File: src/rtl/seq_detect_param.sv
// Serial bit-pattern detector with runtime-loadable pattern and mask, selectable
// overlap, stall enable, registered match pulse and saturating match counter.
module seq_detect_param #(
  parameter int PAT_W = 4,
  parameter int CNT_W = 8
) (
  input  logic             clk,
  input  logic             rst,
  input  logic             en,
  input  logic             din,
  input  logic             cfg_load,
  input  logic [PAT_W-1:0] cfg_pattern,
  input  logic [PAT_W-1:0] cfg_mask,
  input  logic             cfg_overlap,
  input  logic             clr_cnt,
  output logic             match,
  output logic [CNT_W-1:0] match_cnt,
  output logic             cnt_sat,
  output logic             armed
);

  localparam int VW = $clog2(PAT_W + 1);
  localparam logic [VW-1:0]    V_FULL  = VW'(PAT_W);
  localparam logic [VW-1:0]    V_LAST  = VW'(PAT_W - 1);
  localparam logic [CNT_W-1:0] CNT_MAX = '1;

  logic [PAT_W-1:0] hist;
  logic [PAT_W-1:0] h_next;
  logic [PAT_W-1:0] pat_q;
  logic [PAT_W-1:0] mask_q;
  logic             ovl_q;
  logic [VW-1:0]    vcnt;
  logic             hit;

  // Compare against the post-shift history so a completing bit matches on the edge that samples it.
  always_comb begin
    h_next = {hist[PAT_W-2:0], din};
    hit    = en && !cfg_load && (vcnt >= V_LAST) &&
             (((h_next ^ pat_q) & mask_q) == '0);
  end

  always_ff @(posedge clk or posedge rst) begin
    if (rst) begin
      pat_q  <= '0;
      mask_q <= '1;
      ovl_q  <= 1'b1;
      hist   <= '0;
      vcnt   <= '0;
    end else if (cfg_load) begin
      pat_q  <= cfg_pattern;
      mask_q <= cfg_mask;
      ovl_q  <= cfg_overlap;
      hist   <= '0;
      vcnt   <= '0;
    end else if (en) begin
      hist <= h_next;
      if (hit && !ovl_q)
        vcnt <= '0;
      else if (vcnt != V_FULL)
        vcnt <= vcnt + 1'b1;
    end
  end

  always_ff @(posedge clk or posedge rst) begin
    if (rst)
      match <= 1'b0;
    else
      match <= hit;
  end

  // Clear wins over a coincident match; the pulse itself is unaffected.
  always_ff @(posedge clk or posedge rst) begin
    if (rst) begin
      match_cnt <= '0;
      cnt_sat   <= 1'b0;
    end else if (clr_cnt) begin
      match_cnt <= '0;
      cnt_sat   <= 1'b0;
    end else if (hit && (match_cnt != CNT_MAX)) begin
      match_cnt <= match_cnt + 1'b1;
      if (match_cnt == CNT_MAX - 1'b1)
        cnt_sat <= 1'b1;
    end
  end

  assign armed = (vcnt == V_FULL);

endmodule

File: config.mk
export PLATFORM = sky130hd
export DESIGN_NAME = seq_detect_param
export DESIGN_NICKNAME = d
export VERILOG_FILES = /design/src/rtl/seq_detect_param.sv
export SDC_FILE = /design/constraint.sdc
export NUM_CORES = 1
export LEC_CHECK = 0
export CORE_MARGIN = 1
export CORE_UTILIZATION = 45
export CTS_BUF_LIST = sky130_fd_sc_hd__clkbuf_8
export CTS_CLUSTER_SIZE = 40
export DETAILED_ROUTE_END_ITERATION = 10
export GPL_ROUTABILITY_DRIVEN = 0
export HOLD_SLACK_MARGIN = 0.03
export PLACE_DENSITY = 0.71
export SLEW_MARGIN = 10
export SYNTH_ARGS = -nofsm -noshare
export SYNTH_HDL_FRONTEND = slang
export SYNTH_SLANG_ARGS = --single-unit
File: constraint.sdc
create_clock -name clk -period 3.6 [get_ports clk]
set_input_delay 0.72 -clock clk [delete_from_list [all_inputs] [get_ports clk]]
set_output_delay 0.72 -clock clk [all_outputs]
set_load 0.005 [all_outputs]
Word-level counts from Yosys, hierarchy flattened
Index checks and enable logic that the tools add are counted.
{"block": "totals", "register_bits": 25, "out_inout_bits": 11, "word_cells": 42}
{"block": "op_classes", "n_addsub": 2, "n_lt_le_gt_ge": 1, "eq_ne": 4, "mux": 11, "bitwise": 2, "n_reduce_logical": 14}
{"op": "$mux 3", "count": 6}
{"op": "$mux 8", "count": 2}
{"op": "$add 8x1->8 const B", "count": 1}
{"op": "$eq 8x8->1 const B", "count": 1}
{"op": "$ne 8x8->1 const B", "count": 1}
{"op": "$reduce_bool 2->1", "count": 3}
{"op": "$logic_and 1x1->1", "count": 5}
{"op": "$and 4x4->4", "count": 1}
{"op": "$logic_not 4->1", "count": 1}
{"op": "$reduce_and 2->1", "count": 2}
{"op": "$xor 4x4->4", "count": 1}
{"op": "$add 3x1->3 const B", "count": 1}
{"op": "$eq 3x3->1 const B", "count": 1}
{"op": "$ge 3x2->1 const B", "count": 1}
{"op": "$mux 1", "count": 3}
{"op": "$ne 3x3->1 const B", "count": 1}
{"op": "$reduce_bool 3->1", "count": 1}
{"op": "$logic_not 1->1", "count": 2}

Depth between registers and ports, before layout
Gate-level depths: netlist of the first run.
{"block": "depth", "ltp_word": 8, "mapped_depth": 7}

Worst setup path after synthesis of the first run
Ideal clock, no wire load.
{"block": "synth_timing", "path_kind": "input to register", "startpoint": "in en", "endpoint": "reg match_cnt[2]", "t_arrival_ns": 1.926, "t_required_ns": 3.473, "slack_ns": 1.546, "stages": 5, "path_buffers": 1, "path_cell_list": "buf_2 > inv_1 > a2111oi_2 > and4_1 > mux2_1"}
{"block": "synth_via", "elab_chain_cells": 5}
{"element": "start, declared", "line_no": "9", "rtl": "input logic en,"}
{"element": "$logic_and 1x1->1 (3 in a row)", "line_no": "38", "rtl": "hit = en && !cfg_load && (vcnt >= V_LAST) &&"}
{"element": "$logic_and 1x1->1", "line_no": "79", "rtl": "end else if (hit && (match_cnt != CNT_MAX)) begin"}
{"element": "$reduce_bool 2->1 (no line)"}
{"element": "end signal, assigned", "line_no": "80", "rtl": "match_cnt <= match_cnt + 1'b1;"}
{"element": "end, declared", "line_no": "17", "rtl": "output logic [CNT_W-1:0] match_cnt,"}
No other way between the ends.
A chain may end at the register's enable or synchronous reset.

Worst setup path after layout of the first run
Ends and elaborated chain as after synthesis.

==> impl_metrics.ini, run 1 <==
[worst_setup_path]
regToRegStartpoint = vcnt[1]$_DFFE_PP0P_
path_class = in -> reg
worstPathArrival_ps = 2540
slowest_stage = clkdlybuf4s50_1
cpPeakStageDelay_ps = 610
end_kind = flip-flop
r2r_slack_ps = 1540
required_ps = 3750
crit_chain = clkdlybuf4s50_1, inv_1, a2111oi_2, buf_4, and4_1, mux2_1
critical_path_buf_inv_count = 3
reg2reg_to = match_cnt[2]$_DFFE_PP0P_
crit_family = buffers and inverters
path_max_fanout = 15
reg2reg_depth = 7
startpoint_type = primary input

[sta]
worst_pin_slew_ps = 935.5
hold_viol = 0
fin_crit_sh_pct = 66.30
rsz0062_at_grt = no
fin_tns_setup_ps = 0
finalCriticalPeriod_ps = 2387
worst_clock_skew_ps = 2.630
final_max_slew_viol_count = 0
fmax_mhz = 419.0
finalSetupViolCount = 0
relSlewSlack_pct = 37.56

[placed_design]
dp_hpwl_um = 1774
port_buffers = 25

[synthesis]
ys_types = 35
ys_async_sr_fraction_pct = 100.0
syn_area_um2 = 1343
synth-seq-area-share_pct = 47.06
synth_nets = 142
synth-adder-area-share_pct = 4.660
synth_top_family_by_area = simple AND/OR/NAND/NOR gates
synth.avg_cell_area_um2 = 11.00
synth-seq-cells = 25
yosys.area_share.simple_pct = 15.47
yosys_warnings = 0
syn_inst = 122
yosys.area_share.xor_xnor_pct = 3.262
ys.flop_type = dfrtp_1
synth_edf_count = 0
synth-compound-area-share_pct = 11.93
synth_mux_area_share_pct = 12.21

[clock_tree]
cts_hold_buf = 0
cts_buffers = 3
cts_resized = 0
clock_path_buffers = 2
cts.clk_slew.worst_paths_ps = 80
cts-root-buf = clkbuf_8
h-tree-depth = 1
clock_latency_ps = 260
cts_sinks = 25
tritoncts = yes
post_cts_buffers = 0

[floorplan]
initial_core_util_pct = 48.27
die_x_um = 56.62
num_rows = 19
dieArea_um2 = 3206
die_y_um = 56.62
io_pins = 26
core_um2 = 2781

[power_and_ir_drop]
power.leakage_nw = 0.7170
power.density_nw_per_um2 = 332.5
ir_drop_v = 0.0002145

[cells_and_area]
fin_util_pct = 59.83
nets = 169
drive_gt1_share_pct = 20.95
diodes = 0
syn_to_final_growth_pct = 23.95

[outcome]
status = complete, no violations

[global_route]
overflow = 0
antenna_found_initial = 0
grt_pass1_wl_um = 4264
grt_max_degree = 26
grt_usage_pct = 16.89
grt_pass1_vias = 986

[drt]
drc = 0
postRouteAntennaNets = 0
dr.pass1.iters = 4
vias = 1008
drtIter0Drc = 41
drt-wirelength-per-cell_um = 13.53
vias_per_cell = 5.631
finalWirelength_um = 2422

[min_path]
holdPathStages = 2
min_from = ovl_q$_DFFE_PP1P_
hp-class = reg -> reg
hold_end = ovl_q$_DFFE_PP1P_

[run]
cap_violations = 0
==> cells in the final DEF (no fill, tap or decap), types with 2 or more instances in the layout <==
cell type	count
clkbuf_8	3
and2_1	2
mux2i_1	4
nand4_1	6
and4_1	3
ha_1	5
o21ai_0	2
and3_2	2
a31o_2	4
nand2b_1	2
nor3_1	3
nand2_1	3
dfrtp_1	20
a21oi_1	6
xor2_1	4
mux2_2	10
dfstp_2	5
a211oi_1	2
nand3_1	3
nor2_1	8
clkdlybuf4s50_1	25
nor2b_1	3
inv_1	11
buf_4	3
==> area by class of cell <==
| type | instances | area [um^2] |
|---|---|---|
| fill | 235 | 1117 |
| clock buffer | 3 | 41.29 |
| multi-input combinational | 81 | 638.1 |
| timing repair buffer | 28 | 272.8 |
| inverter | 10 | 37.54 |
| sequential | 25 | 631.9 |
| clock inverter | 1 | 3.754 |
| tap | 31 | 38.79 |
==> per-stage QoR <==
| stage | hold WS (ps) | setup slack, ps | cells | area [um^2] | total power [mW] |
|---|---|---|---|---|---|
| after floorplan | 451.4 | 1546 | 122 | 1343 | 0.3696 |
| after global placement | 485.6 | 987.5 | 175 | 1619 | 0.3959 |
| after detailed placement | 498.6 | 920.6 | 175 | 1619 | 0.3998 |
| after CTS | 515.5 | 1210 | 179 | 1664 | 0.5612 |
| after global routing | 533.8 | 1109 | 179 | 1664 | 0.5843 |
| final | 498.9 | 1213 | 179 | 1664 | 0.5533 |
==> worst max-delay path by stage <==
stage	startpoint	to	slack [ps]	cells past startpoint
6_report	en	match_cnt[2]$_DFFE_PP0P_	1210	6
5_1_grt	en	match_cnt[2]$_DFFE_PP0P_	1110	6
4_1_cts	en	match_cnt[2]$_DFFE_PP0P_	1210	6
3_5_place_dp	en	match_cnt[2]$_DFFE_PP0P_	920	6
3_3_place_gp	en	match_cnt[2]$_DFFE_PP0P_	990	6
2_1_floorplan	en	match_cnt[2]$_DFFE_PP0P_	1550	5
==> cell families after synthesis <==
kind of cell	Yosys count
and+or+nand+nor	37
DFF	25
AOI/OAI and AO/OA	19
buffers and inverters	16
muxes	15
xor gates and xnor gates	5
adders and majority gates	5
==> routing by layer <==
metal  vias up  global-route usage [%]  part of all wire, %
met1       489                   22.71                   47
met3         6                   2.995                  3.8
li1        489                       -                    -
met4         0                   7.317                  1.3
met5         -                       0                    0
met2        24                   26.72                   48
==> flip-flops by register name, indices dropped and copies added (netlist names) <==
signal     flops
match_cnt      8
mask_q         4
pat_q          4
hist           3
vcnt           3
cnt_sat        1
match          1
ovl_q          1
==> tightest hold or removal path, cell delays in order, from the launching register on <==
cell,delay (ps)
dfstp_2,370
inv_1,60
o21ai_0,70
==> synth_stat cells, types with 2 or more instances <==
cell / n / area share [%]
dfrtp_1: 20 / 37
inv_1: 10 / 2.8
mux2_2: 10 / 8.4
nor2_1: 8 / 2.2
a21oi_1: 6 / 2.2
nand4_1: 6 / 2.8
dfstp_2: 5 / 9.8
ha_1: 5 / 4.7
a31o_2: 4 / 2.6
mux2i_1: 4 / 3.0
xor2_1: 4 / 2.6
and4_1: 3 / 2.0
nand2_1: 3 / 0.84
nand3_1: 3 / 1.1
nor2b_1: 3 / 1.4
nor3_1: 3 / 1.1
a211oi_1: 2 / 1.1
and2_1: 2 / 0.93
and3_2: 2 / 1.1
clkbuf_1: 2 / 0.56
nand2b_1: 2 / 0.93
o21ai_0: 2 / 0.75
==> power by group <==
| group | total, mW | switching, mW | internal, mW |
|---|---|---|---|
| combinational | 0.0839 | 0.0414 | 0.0425 |
| clock | 0.159 | 0.0833 | 0.0762 |
| sequential | 0.310 | 0.0104 | 0.299 |
| total | 0.553 | 0.135 | 0.418 |
Power figures use the tool's default switching activity.
==> inputs of run 2 (changes only) <==
- PLACE_DENSITY: 0.71 -> 0.74
- clock period: 3.6 -> 2 ns (I/O delays scaled with it)
==> run 2 against run 1 <==
Combinational power up 100%; critical path depth up 2; clock skew down 0.93 ps; flip-flop and latch count unchanged.
==> impl_metrics.ini, run 2 (same netlist as run 1, synthesis figures left out) <==
[outcome]
status = complete, no violations

[min_path]
hp-class = in -> reg
holdPathStages = 3
hold_end = hist[0]$_DFFE_PP0P_
min_from = din

[worst_setup_path]
reg2reg_depth = 8
reg2reg_to = vcnt[2]$_DFFE_PP0P_
path_max_fanout = 7
regToRegStartpoint = vcnt[0]$_DFFE_PP0P_
path_class = reg -> reg
worstPathArrival_ps = 2070
r2r_slack_ps = 100
end_kind = flip-flop
startpoint_type = flip-flop
required_ps = 2170

[sta]
worst_clock_skew_ps = 1.703
fin_crit_sh_pct = 94.90
fmax_mhz = 526.9
finalCriticalPeriod_ps = 1898
hold_viol = 0
hold_ws_ps = 450.7
worst_pin_slew_ps = 336.4
final_max_slew_viol_count = 0
rsz0062_at_grt = no
relSlewSlack_pct = 77.34
finalSetupViolCount = 0

[floorplan]
io_pins = 26
die_x_um = 56.62
core_um2 = 2781
num_rows = 19
initial_core_util_pct = 48.27
dieArea_um2 = 3206
die_y_um = 56.62

[run]
cap_violations = 0

[cells_and_area]
largest-register = match_cnt
final_cell_count_no_fill = 191
nets = 181
fill_cells = 229
largest_reg_flops = 8
design_area_um2 = 1765
mostFrequentLayoutCells = clkdlybuf4s50_1, dfrtp_1, buf_4
mostFrequentLayoutCell = clkdlybuf4s50_1
reg.largest.list = match_cnt (8), mask_q (4), pat_q (4)
drive_gt1_share_pct = 28.13
diodes = 0
syn_to_final_growth_pct = 31.50

[power_and_ir_drop]
finalPower_mw = 1.019
ir_drop_v = 0.0004491
power.leakage_nw = 0.7940
power.density_nw_per_um2 = 577.3

[global_route]
grt_max_degree = 26
grt_pass1_vias = 1048
antenna_found_initial = 0
grt_pass1_wl_um = 4533
grt_usage_pct = 18.27
overflow = 0

[clock_tree]
post_cts_buffers = 0
cts-root-buf = clkbuf_8
cts.clk_slew.worst_paths_ps = 80
cts_sinks = 25
clock_path_buffers = 2
tritoncts = yes
cts_buffers = 3
h-tree-depth = 1
clock_latency_ps = 260

[drt]
vias = 1059
drtIter0Drc = 24
finalWirelength_um = 2640
drc = 0
drt-wirelength-per-cell_um = 13.82
vias_per_cell = 5.545
postRouteAntennaNets = 0
dr.pass1.iters = 4

[placed_design]
dp_hpwl_um = 1979
port_buffers = 25
place_area_um2 = 1709
dpl.cell_count = 187
-- run 2: cell count changes in the layout (fill, tap and decap cells not counted), sizes merged --
cell	delta
dlymetal6s2s	+1
buf	+12
clkdlybuf4s50	-2
dlygate4sd2	+1
-- run 2: cell type report --
type	count	area [um^2]	share of cell area, %
Sequential cell	25	631.9	35.79
Tap cell	31	38.79	2.197
Timing Repair Buffer	40	364.1	20.62
Clock inverter	1	3.754	0.2126
Clock buffer	3	41.29	2.339
Inverter	10	37.54	2.126
Multi-Input combinational cell	81	648.1	36.71
-- run 2: metrics by stage --
| stage | TNS (ps) | setup slack, ps | utilization (%) |
|---|---|---|---|
| final | 0 | 101.9 | 63.47 |
| after global routing | 0 | 6.628 | 63.47 |
| after CTS | 0 | 60.37 | 63.20 |
| after detailed placement | -1476 | -236.6 | 61.45 |
| after global placement | -815.8 | -164.3 | 61.45 |
| after floorplan | 0 | 143.6 | - |
-- run 2: how the worst max path moves through the flow --
stage                         from                        to  slack, ps
5_1_grt        vcnt[0]$_DFFE_PP0P_       vcnt[2]$_DFFE_PP0P_          7
6_report       vcnt[0]$_DFFE_PP0P_       vcnt[2]$_DFFE_PP0P_        100
3_3_place_gp                   din  match_cnt[2]$_DFFE_PP0P_       -160
4_1_cts        vcnt[0]$_DFFE_PP0P_       vcnt[2]$_DFFE_PP0P_         60
3_5_place_dp                   din  match_cnt[2]$_DFFE_PP0P_       -240
2_1_floorplan  vcnt[1]$_DFFE_PP0P_  match_cnt[2]$_DFFE_PP0P_        140
-- run 2: critical path: stages (launching register included) --
cell and delay (ps):
dfrtp_1 390, ha_1 200, ha_1 180, a211oi_2 180
a2111oi_2 80, buf_4 150, buf_4 160, and3_2 230
a211oi_2 230
-- run 2: repair_timing --
action | in CTS | in global routing
hold buffers | 0 | 0
setup endpoints to repair | 4 | 2
gates cloned | 0 | 0
pin swaps | 0 | 1
resized for setup | 2 | 2
-- run 2: power by group --
group / total (mW) / switching (mW) / internal [mW] / leakage [nW]
logic: 0.169 / 0.0800 / 0.0894 / 0.447
clock network: 0.294 / 0.157 / 0.137 / 0.0269
registers: 0.556 / 0.0168 / 0.539 / 0.320
total: 1.02 / 0.253 / 0.766 / 0.794
-- run 2: routing by layer --
metal | vias up | share of wire, % | global-route usage, %
met5 | - | 0 | 0
li1 | 516 | - | -
met1 | 513 | 43 | 22.84
met3 | 6 | 2.5 | 2.074
met4 | 0 | 2.7 | 8.711
met2 | 24 | 52 | 31.26
==> inputs of run 3 (changes only) <==
- CAP_MARGIN: not set -> 0
- MAX_ROUTING_LAYER: not set -> met4
==> run 3 against run 2 <==
Cell count unchanged; sequential power is essentially flat; total power down 0.21%; utilization did not move; combinational power barely moved; maximum frequency grew 0.33%; first-iteration DRC count stayed put; clock power barely moved.
==> impl_metrics.ini, run 3 (same netlist as run 1, synthesis figures left out) <==
[cells_and_area]
fill_cells = 229
mostFrequentLayoutCell = clkdlybuf4s50_1
mostFrequentLayoutCells = clkdlybuf4s50_1, dfrtp_1, buf_4
diodes = 0
largest_reg_flops = 8
largest-register = match_cnt
syn_to_final_growth_pct = 31.50
reg.largest.list = match_cnt (8), mask_q (4), pat_q (4)
nets = 181
design_area_um2 = 1765
drive_gt1_share_pct = 28.13

[clock_tree]
tritoncts = yes
cts_buffers = 3
clock_latency_ps = 260
clock_path_buffers = 2
h-tree-depth = 1
cts_sinks = 25
cts-root-buf = clkbuf_8
cts.clk_slew.worst_paths_ps = 80

[worst_setup_path]
end_kind = flip-flop
path_class = reg -> reg
worstPathArrival_ps = 2070
crit_family = compound AO/OA/AOI/OAI gates
path_max_fanout = 7
cpPeakStageDelay_ps = 390
startpoint_type = flip-flop
required_ps = 2170
critical_path_buf_inv_count = 2
slowest_stage = dfrtp_1
crit_chain = ha_1, ha_1, a211oi_2, a2111oi_2, buf_4, buf_4, and3_2, a211oi_2

[min_path]
hp-class = in -> reg

[outcome]
status = complete, no violations

[power_and_ir_drop]
power.density_nw_per_um2 = 576.1
finalPower_mw = 1.017
power.leakage_nw = 0.7940
ir_drop_v = 0.0004467

[global_route]
grt_max_degree = 26
grt_usage_pct = 18.83
antenna_found_initial = 0
met1_usage_pct = 23.28
grt_pass1_wl_um = 4533
globalRouteMet2Util_pct = 30.92
overflow = 0
grt_use_met3_pct = 2.074
grt_pass1_vias = 1044
grt-busiest-layer = met2

[placed_design]
place_area_um2 = 1709
dp_hpwl_um = 1979
place_ws_ps = -236.6
port_buffers = 25

[drt]
vias_per_cell = 5.550
dr.pass1.iters = 4
postRouteAntennaNets = 0
drc = 0
vias = 1060
drt-wirelength-per-cell_um = 13.67
finalWirelength_um = 2611
drtIter0Drc = 24

[floorplan]
core_um2 = 2781
initial_core_util_pct = 48.27
io_pins = 26
die_y_um = 56.62
die_x_um = 56.62
dieArea_um2 = 3206
num_rows = 19

[sta]
fin_ws_ps = 108.2
finalCriticalPeriod_ps = 1892
rsz0062_at_grt = no
fin_crit_sh_pct = 94.59
fmax_mhz = 528.6
hold_viol = 0
finalSetupViolCount = 0
hold_ws_ps = 450.9
final_max_slew_viol_count = 0
relSlewSlack_pct = 77.22
worst_clock_skew_ps = 0.8069
worst_pin_slew_ps = 338.1

[run]
cap_violations = 0
==> run 3: cell counts in the layout (fill, tap and decap cells not counted) <==
Identical to the previous run, type by type.
==> run 3: tightest hold or removal path, stage by stage <==
cell            delay (ps)
dlymetal6s2s_1         110
mux2i_1                 80
nor2_1                  80
==> run 3: layout make-up <==
type	instances	area, um^2	area share (%)
clock buffer	3	41.29	2.339
clock inverter	1	3.754	0.2126
inverter	10	37.54	2.126
multi-input combinational	81	648.1	36.71
sequential	25	631.9	35.79
tap	31	38.79	2.197
timing repair buffer	40	364.1	20.62
==> run 3: repair_timing <==
action                                  in CTS  in global routing
hold buffers                                 0                  0
setup buffers                                0                  0
endpoints found under the setup margin       4                  2
pin swaps                                    0                  1
resized for setup                            2                  2
==> run 3: metal layers <==
metal	wire (um)	part of all wire, %	vias to the layer above
met5	0	0	-
met2	1358	52	24
li1	-	-	517
met1	1116	43	513
met4	71	2.7	0
met3	65	2.5	6
==> run 3: report_power, final <==
group          leakage (nW)  total (mW)  switching [mW]  internal [mW]
Clock                0.0269       0.292           0.155          0.137
Sequential            0.320       0.556          0.0166          0.539
Combinational         0.447       0.169          0.0798         0.0894
Total                 0.794        1.02           0.251          0.766
==> run 3: final timing paths <==
path	from	end	slack (ps)	cells after the start
setup / recovery	vcnt[0]$_DFFE_PP0P_	vcnt[2]$_DFFE_PP0P_	110	8
hold / removal	din	hist[0]$_DFFE_PP0P_	450	3
setup reg to reg	vcnt[0]$_DFFE_PP0P_	vcnt[2]$_DFFE_PP0P_	110	8
hold reg to reg	ovl_q$_DFFE_PP1P_	ovl_q$_DFFE_PP1P_	500	2
max in group asynchronous	rst	mask_q[1]$_DFFE_PP1P_	1230	3
min in group asynchronous	rst	cnt_sat$_DFFE_PP0P_	470	3
==> run 3: metrics by stage <==
step / TNS (ps) / cells / utilization [%]
5_1_grt: 0 / 191 / 63.47
4_1_cts: 0 / 191 / 63.20
6_report: 0 / 191 / 63.47
3_3_place_gp: -815.8 / 187 / 61.45
2_1_floorplan: 0 / 122 / -
3_5_place_dp: -1476 / 187 / 61.45
